[config.mk]
export PLATFORM = sky130hd
export DESIGN_NAME = rgbw_frame_ctrl
export DESIGN_NICKNAME = d
export VERILOG_FILES = /design/src/rtl/rgbw_frame_ctrl.sv
export SDC_FILE = /design/constraint.sdc
export NUM_CORES = 1
export LEC_CHECK = 0
export BUFFER_PORTS_ARGS = -buffer_cell sky130_fd_sc_hd__buf_4
export CAP_MARGIN = 20
export CORE_ASPECT_RATIO = 1.75
export CORE_MARGIN = 1
export CORE_UTILIZATION = 50
export DETAILED_ROUTE_END_ITERATION = 8
export GPL_TIMING_DRIVEN = 0
export PLACE_DENSITY = 0.74
export SYNTH_ARGS = -nofsm -noshare
export SYNTH_HDL_FRONTEND = slang
export SYNTH_SLANG_ARGS = --single-unit
[constraint.sdc]
create_clock -name clk -period 2.1 [get_ports clk]
set_clock_uncertainty 0.1 [all_clocks]
set_input_delay 0.21 -clock clk [delete_from_list [all_inputs] [get_ports clk]]
set_output_delay 0.21 -clock clk [all_outputs]
set_load 0.005 [all_outputs]
[src/rtl/rgbw_frame_ctrl.sv]
// rgbw_frame_ctrl
// Frame-level controller that sits behind the SPI byte receiver.
// Each chip-select frame carries a header byte and then channel data bytes.
// Data bytes are written into shadow registers. All channels are copied
// together into ch_out when cs deasserts, so the PWM side never sees a
// partially updated colour.
//
// Header byte layout:
//   [7]   WR  : 1 = write frame
//   [6]   INC : 1 = advance the channel address after every data byte
//   [5:2] must be zero
//   [1:0] start channel address (taken modulo NUM_CH)

module rgbw_frame_ctrl #(
  parameter int NUM_CH   = 4,   // power of two, 2..4
  parameter int MAX_DATA = 16   // data bytes accepted per frame
) (
  input  logic                clk,
  input  logic                reset,
  input  logic                cs,
  input  logic                rdy,
  input  logic [7:0]          data,
  output logic [NUM_CH*8-1:0] ch_out,
  output logic                update,
  output logic                frame_err,
  output logic                busy
);

  // Address width: one bit is enough for two channels, two bits for four.
  localparam int AW = (NUM_CH > 2) ? $clog2(NUM_CH) : 1;
  // The counter must be able to hold MAX_DATA itself, which means "full".
  localparam int CW = $clog2(MAX_DATA + 1);
  localparam logic [CW-1:0] CNT_MAX = CW'(MAX_DATA);

  typedef enum logic [2:0] {
    S_IDLE,
    S_HDR,
    S_DATA,
    S_SKIP,
    S_COMMIT
  } state_t;

  state_t          state;
  logic            rdy_q;
  logic            cs_q;
  logic [AW-1:0]   addr;
  logic            inc;
  logic [CW-1:0]   cnt;
  logic            ovf_seen;
  logic [7:0]      shadow [NUM_CH];

  logic            byte_stb;
  logic            cs_fall;
  logic            hdr_wr_ok;
  logic            hdr_nop;
  logic            room;
  logic            will_have_data;

  // Edge detection and header decode, all taken from the current inputs.
  always_comb begin
    byte_stb       = rdy & ~rdy_q;
    cs_fall        = cs_q & ~cs;
    hdr_wr_ok      = data[7] && (data[5:2] == 4'b0000);
    hdr_nop        = (data == 8'h00);
    room           = (cnt < CNT_MAX);
    // A byte that arrives in the same cycle as cs rising is still written,
    // so it has to be counted when deciding whether the frame commits.
    will_have_data = (cnt != '0) || (byte_stb && room);
  end

  assign busy = (state != S_IDLE);

  // Frame FSM, shadow registers and registered outputs.
  always_ff @(posedge clk) begin
    if (reset) begin
      // NOTE: the shadow array is small and visible through ch_out after
      // the next commit, so it is reset like every other register here
      // instead of being left uninitialised.
      state     <= S_IDLE;
      rdy_q     <= 1'b0;
      // cs_q starts low so a frame that is already running when reset is
      // released is not seen as a new falling edge and is skipped.
      cs_q      <= 1'b0;
      addr      <= '0;
      inc       <= 1'b0;
      cnt       <= '0;
      ovf_seen  <= 1'b0;
      update    <= 1'b0;
      frame_err <= 1'b0;
      ch_out    <= '0;
      for (int i = 0; i < NUM_CH; i++) begin
        shadow[i] <= 8'h00;
      end
    end else begin
      // NOTE: every assignment in this block is non-blocking, so all of the
      // reads below see the values from before this clock edge, and a later
      // assignment to the same register in this block takes precedence over
      // the pulse defaults set here.
      rdy_q     <= rdy;
      cs_q      <= cs;
      update    <= 1'b0;
      frame_err <= 1'b0;

      case (state)
        S_IDLE: begin
          if (cs_fall) begin
            state <= S_HDR;
            // Channels the frame does not write keep their current values.
            for (int i = 0; i < NUM_CH; i++) begin
              shadow[i] <= ch_out[i*8 +: 8];
            end
          end
        end

        S_HDR: begin
          if (cs) begin
            // Empty frame, or a header that arrives together with cs rising.
            state <= S_IDLE;
          end else if (byte_stb) begin
            if (hdr_wr_ok) begin
              state    <= S_DATA;
              addr     <= data[AW-1:0];
              inc      <= data[6];
              cnt      <= '0;
              ovf_seen <= 1'b0;
            end else begin
              // A no-op header (0x00) is silent. Any other bad header
              // raises an error. In both cases the rest of the frame is
              // ignored.
              state     <= S_SKIP;
              frame_err <= ~hdr_nop;
            end
          end
        end

        S_DATA: begin
          if (byte_stb) begin
            if (room) begin
              shadow[addr] <= data;
              cnt          <= cnt + 1'b1;
              if (inc) begin
                // NUM_CH is a power of two, so the address wraps on its own.
                addr <= addr + 1'b1;
              end
            end else if (!ovf_seen) begin
              // Overflow is reported only once per frame. Extra bytes are
              // dropped.
              frame_err <= 1'b1;
              ovf_seen  <= 1'b1;
            end
          end
          if (cs) begin
            state <= will_have_data ? S_COMMIT : S_IDLE;
          end
        end

        S_SKIP: begin
          if (cs) begin
            state <= S_IDLE;
          end
        end

        S_COMMIT: begin
          // update is registered here, so it rises in the same cycle that
          // ch_out first shows the new values.
          for (int i = 0; i < NUM_CH; i++) begin
            ch_out[i*8 +: 8] <= shadow[i];
          end
          update <= 1'b1;
          state  <= S_IDLE;
        end

        default: begin
          state <= S_IDLE;
        end
      endcase
    end
  end

endmodule

### Word-level counts from Yosys, hierarchy flattened

Memories as Yosys holds them, arrays and structs flattened. A register that Yosys moved wholly into a read port is not among the register bits.
Cells that the tools add are included.

| operators by class | value |
|---|---|
| $add $sub $neg | 2 |
| magnitude comparators | 1 |
| equality and inequality tests | 15 |
| muxes and demuxes | 53 |
| bitwise operators | 9 |
| reduce and logical (&&, ||, !) cells | 15 |

Operators with widths:

| cell | count |
|---|---|
| 2-to-1 mux 8 bit | 5 |
| 2-to-1 mux 1 bit | 25 |
| 2-to-1 mux 5 bit | 5 |
| != test 2 bit (second input constant) | 10 |
| 2-to-1 mux 3 bit | 6 |
| 2-to-1 mux 2 bit | 7 |
| case mux 3 bit (4 select lines) | 1 |
| AND reduction 6 bit | 2 |
| case mux 5 bit (2 select lines) | 1 |
| logical NOT 8 bit | 1 |
| AND reduction 4 bit | 2 |
| OR reduction 8 bit | 1 |
| AND reduction 7 bit | 1 |
| equality test 3 x 2 -> 1 bit (second input constant) | 2 |
| adder 5 x 1 -> 5 bit (second input constant) | 1 |
| < comparator 5 bit (second input constant) | 1 |
| nonzero test 5 bit | 1 |
| logical NOT 4 bit | 1 |
| OR 1 bit | 4 |
| case mux 1 bit (2 select lines) | 2 |
| case mux 2 bit (2 select lines) | 1 |
| equality test 3 x 1 -> 1 bit (second input constant) | 1 |
| equality test 3 bit (second input constant) | 1 |
| logical NOT 3 bit | 1 |
| 8 further kinds | 12 |

| word-level totals | value |
|---|---|
| bits in registers | 16 |
| memory bits (writable) | 32 |
| output and inout port bits | 35 |
| memories | 1 |

Memory list:

| name | depth | width | rd ports | clocked after memory_dff | write ports | line | text |
|---|---|---|---|---|---|---|---|
| shadow | 4 | 8 | 4 | 4 | 4 | 50 | `logic [7:0] shadow [NUM_CH];` |

### Longest topological paths before layout

| depth | value |
|---|---|
| depth in word-level cells | 8 |
| gate-level depth with buffers | 7 |
| gate-level depth less buffers | 5 |

### Least setup slack after synthesis

No wires, ideal clock.

| timing path | value |
|---|---|
| path kind | flip-flop to flip-flop |
| start | register state[2] |
| end | memory shadow[0][0], enable pin |
| library setup time | 0.334 ns |
| arrival | 1.806 ns |
| data required time | 1.666 ns |
| setup slack | -0.140 ns |
| cell stages (with the launch flop) | 8 |
| buffers on the path | 3 |
| clock period less this slack | 2.240 ns |
| cells stage by stage | dfxtp_1 buf_6 or3b_1 buf_2 nor4_4 and2_1 buf_4 nand2b_1 |

RTL lines:

| item | line | text |
|---|---|---|
| start: declaration | 43 | `state_t state;` |
| start signal: assignment | 153 | `state <= will_have_data ? S_COMMIT : S_IDLE;` |
| end: declaration | 50 |  |

==> results.txt <==
----------------------------------------------------
[Outcome]
  Outcome ... finished, final reports clean

[Synthesis]
  Share of the synthesized area in the top cell type ... between 20% and 30%
  Part of the Yosys area used for sequential elements ... 57.51%
  Dominant synthesized flop cell ... dfxtp_1
  Commonest cells in the netlist ... nand2_1 (72), dfxtp_1 (48), a21oi_1 (41)
  Nets in the synthesized netlist ... approximately 350
  Number of distinct library cells after synthesis ... 40
  EDFF count, synth ... 32
  Netlist area before placement ... 3342 µm²
  Leading cell types by total area after synthesis ... dfxtp_1 (29%), edfxtp_1 (29%), a22o_1 (8.4%)
  Mean area per synthesized cell ... approximately 10 µm²
  Synth warn ... 0
  Synth Instances ... 328
  Post-synthesis cell type with the largest combined area ... dfxtp_1
  Most common cell in the synthesized netlist ... nand2_1
  Async set-or-reset flop fraction in the synthesized netlist ... 0%
  Synthesis-stage register bit count ... 80

[Routing]
  Final wirelength ... 8.257 mm
  Number of vias after detailed routing ... approximately 2700
  Post-route DRC ... 0
  First drt pass iteration count ... 4
  Starting DRC count in detailed routing ... between 150 and 200
  Post-detailed-route wirelength per cell ... ~17 µm
  Drt via density ... 5.668
  Residual antenna-violating net count after detailed routing ... 0

[Worst hold path]
  Hold/Removal Path Class ... in2reg

[Floorplan]
  Die ar. ... 7028 µm²
  Area inside the core boundary ... between 6000 and 7000 µm²
  Initial standard-cell utilization of the core ... 51.49%
  Row count ... 39
  # IOs ... 47
  Die height ... ~110 µm
  Horiz. Die Dim ... around 64 µm

[Timing]
  Minimum clock period after layout ... just over 2 ns
  Worst slew margin relative to its limit ... 56.81%
  Actual slew at the worst max-slew pin ... about 0.64 ns
  Number of hold violations in the final report ... 0
  Setup repair after global routing missed its margin ... no
  Post-route setup TNS ... 0 ns
  Share of the clock period used by the worst path after layout ... between 90% and 100%
  WHS ... between 0.004 and 0.005 ns
  Final Max Tran Viols ... 0
  Max Fclk ... just under 0.5 GHz
  Endpoints failing setup ... 0

[Flow run]
  Max Cap Viol ... 0

[Layout]
  Layout cell share with drive strength beyond 1 ... 23.68%
  Diodes inserted ... 0
  Fill cell count ... roughly 560
  Relative area change from synthesis to final layout ... 26.66%
  Final layout net count ... between 400 and 500

[Power]
  Maximum vdd ir drop ... about 520 µV
  Power density of the placed cells ... slightly above 800 nW/µm²
  Total power after layout ... between 3 and 4 mW
  Leakage power summed over all cells ... approximately 1.6 nW

[GRT]
  Global route total overflow ... 0
  Antenna violations before repair ... 0
  Via count of the first global-routing pass ... roughly 2600
  Pin count of the biggest net entering global routing ... 14
  Overall fraction of global-route tracks in use ... approximately 26%
  First-pass GRT wire length ... between 10 and 15 mm

[Worst setup path]
  Crit. End Element ... flip-flop
  Setup crit start kind ... flip-flop
  Arrival time worst endpoint ... 2.00 ns
  Highest fanout seen on the critical path ... 10
  Category of the most critical setup path ... reg2reg
  Req. time, crit path ... about 2 ns

[Clock network]
  H-tree depth ... 3
  Register clock-pin slew on the reported worst setup and hold paths ... roughly 0.060 ns
  Number of hold buffers added after CTS ... 0
  Clock latency on the worst-skew pair ... ~0.34 ns
  Max Buffers Root-to-Sink ... 2
  Total clock sinks ... 80
  Clock tree root driver cell ... clkbuf_16
  TritonCTS clock tree ... built
  Number of CTS-inserted buffers ... 9

[Place]
  Input/output buffers ... 46
  Detailed-placement wirelength estimate ... about 5.6 mm
  Final weighted congestion of routability-driven global placement ... 0.9135

----------------------------------------------------
## layout make-up
| class | instances | area [µm²] | area share (%) |
|---|---|---|---|
| clock inverter | 6 | 83.83 | 1.980 |
| sequential | 80 | 1931 | 45.61 |
| timing repair buffer | 57 | 431.7 | 10.20 |
| buffer | 19 | 105.1 | 2.483 |
| tap | 82 | 102.6 | 2.424 |
| multi-input combinational | 217 | 1320 | 31.19 |
| inverter | 8 | 30.03 | 0.7094 |
| clock buffer | 10 | 229.0 | 5.409 |
## worst paths after layout
check | start | end | slack (ns) | depth (start not counted)
worst min-delay path | rdy | rdy_q | 0.004 | 2
worst max register to register | state[2] | shadow[1][1] | 0.05 | 5
worst max-delay path | state[2] | shadow[1][1] | 0.05 | 5
worst min register to register | ch_out[12] | ch_out[12] | 0.38 | 2
## what timing repair did
| action | in CTS | in global routing |
|---|---|---|
| endpoints found under the setup margin | 64 | 50 |
| pin swaps | 6 | 4 |
| hold endpoints to repair | 0 | 0 |
| resized for setup | 7 | 9 |
| buffers inserted | 7 | 3 |
## cell families (layout without fill, tap and decap cells)
logic type	after synthesis	in the layout	synth area share, %
compound gates	93	93	18.68
fa+ha+maj	6	6	2.246
buf+inv	31	100	4.455
flops	80	80	57.51
mux	1	1	0.2995
simple gates	117	117	16.81
## worst max-delay path, stage by stage (launching register included)
cell and delay (ns):
dfxtp_4 0.38, or3b_4 0.41, nor4_4 0.38, and2_4 0.21, buf_6 0.09, nand2b_4 0.18
## through the flow
| step | util, % | area (µm²) | std cells | setup WS, ns |
|---|---|---|---|---|
| after floorplan | - | 3396 | 328 | -0.04596 |
| after global placement | 59.23 | 3844 | 456 | -0.3426 |
| after detailed placement | 59.23 | 3844 | 456 | -0.2848 |
| after CTS | 64.78 | 4204 | 477 | 0.002085 |
| after global routing | 65.22 | 4233 | 479 | 0.006166 |
| final | 65.22 | 4233 | 479 | 0.04641 |
## report_power, final
group / switching [mW] / total [mW] / internal (mW)
Sequential: 0.0104 / 1.65 / 1.64
Clock: 0.603 / 1.64 / 1.04
Combinational: 0.0941 / 0.136 / 0.0419
Total: 0.707 / 3.43 / 2.72
## state kept, by name, summed over array words and instances, names as in the netlist
| name | flops |
|---|---|
| ovf_seen | 1 |
| rdy_q | 1 |
| cnt | 5 |
| cs_q | 1 |
| update | 1 |
| state | 3 |
| shadow | 32 |
| frame_err | 1 |
| ch_out | 32 |
| addr | 2 |
| inc | 1 |
## layer usage
metal  wire (µm)  track usage [%]
met5           0                0
met4         220            13.96
met3         314            5.864
met2        4434            45.29
met1        3287            28.13
## placed cells by master (no fill, tap or decap), types with 7 or more instances in the layout
cell type	count
inv_1	7
a21oi_1	41
nand2_1	72
clkbuf_1	12
buf_4	56
clkbuf_16	9
dfxtp_1	45
edfxtp_1	32
a22o_1	32
Note: power is estimated with default switching activity, not from simulation.
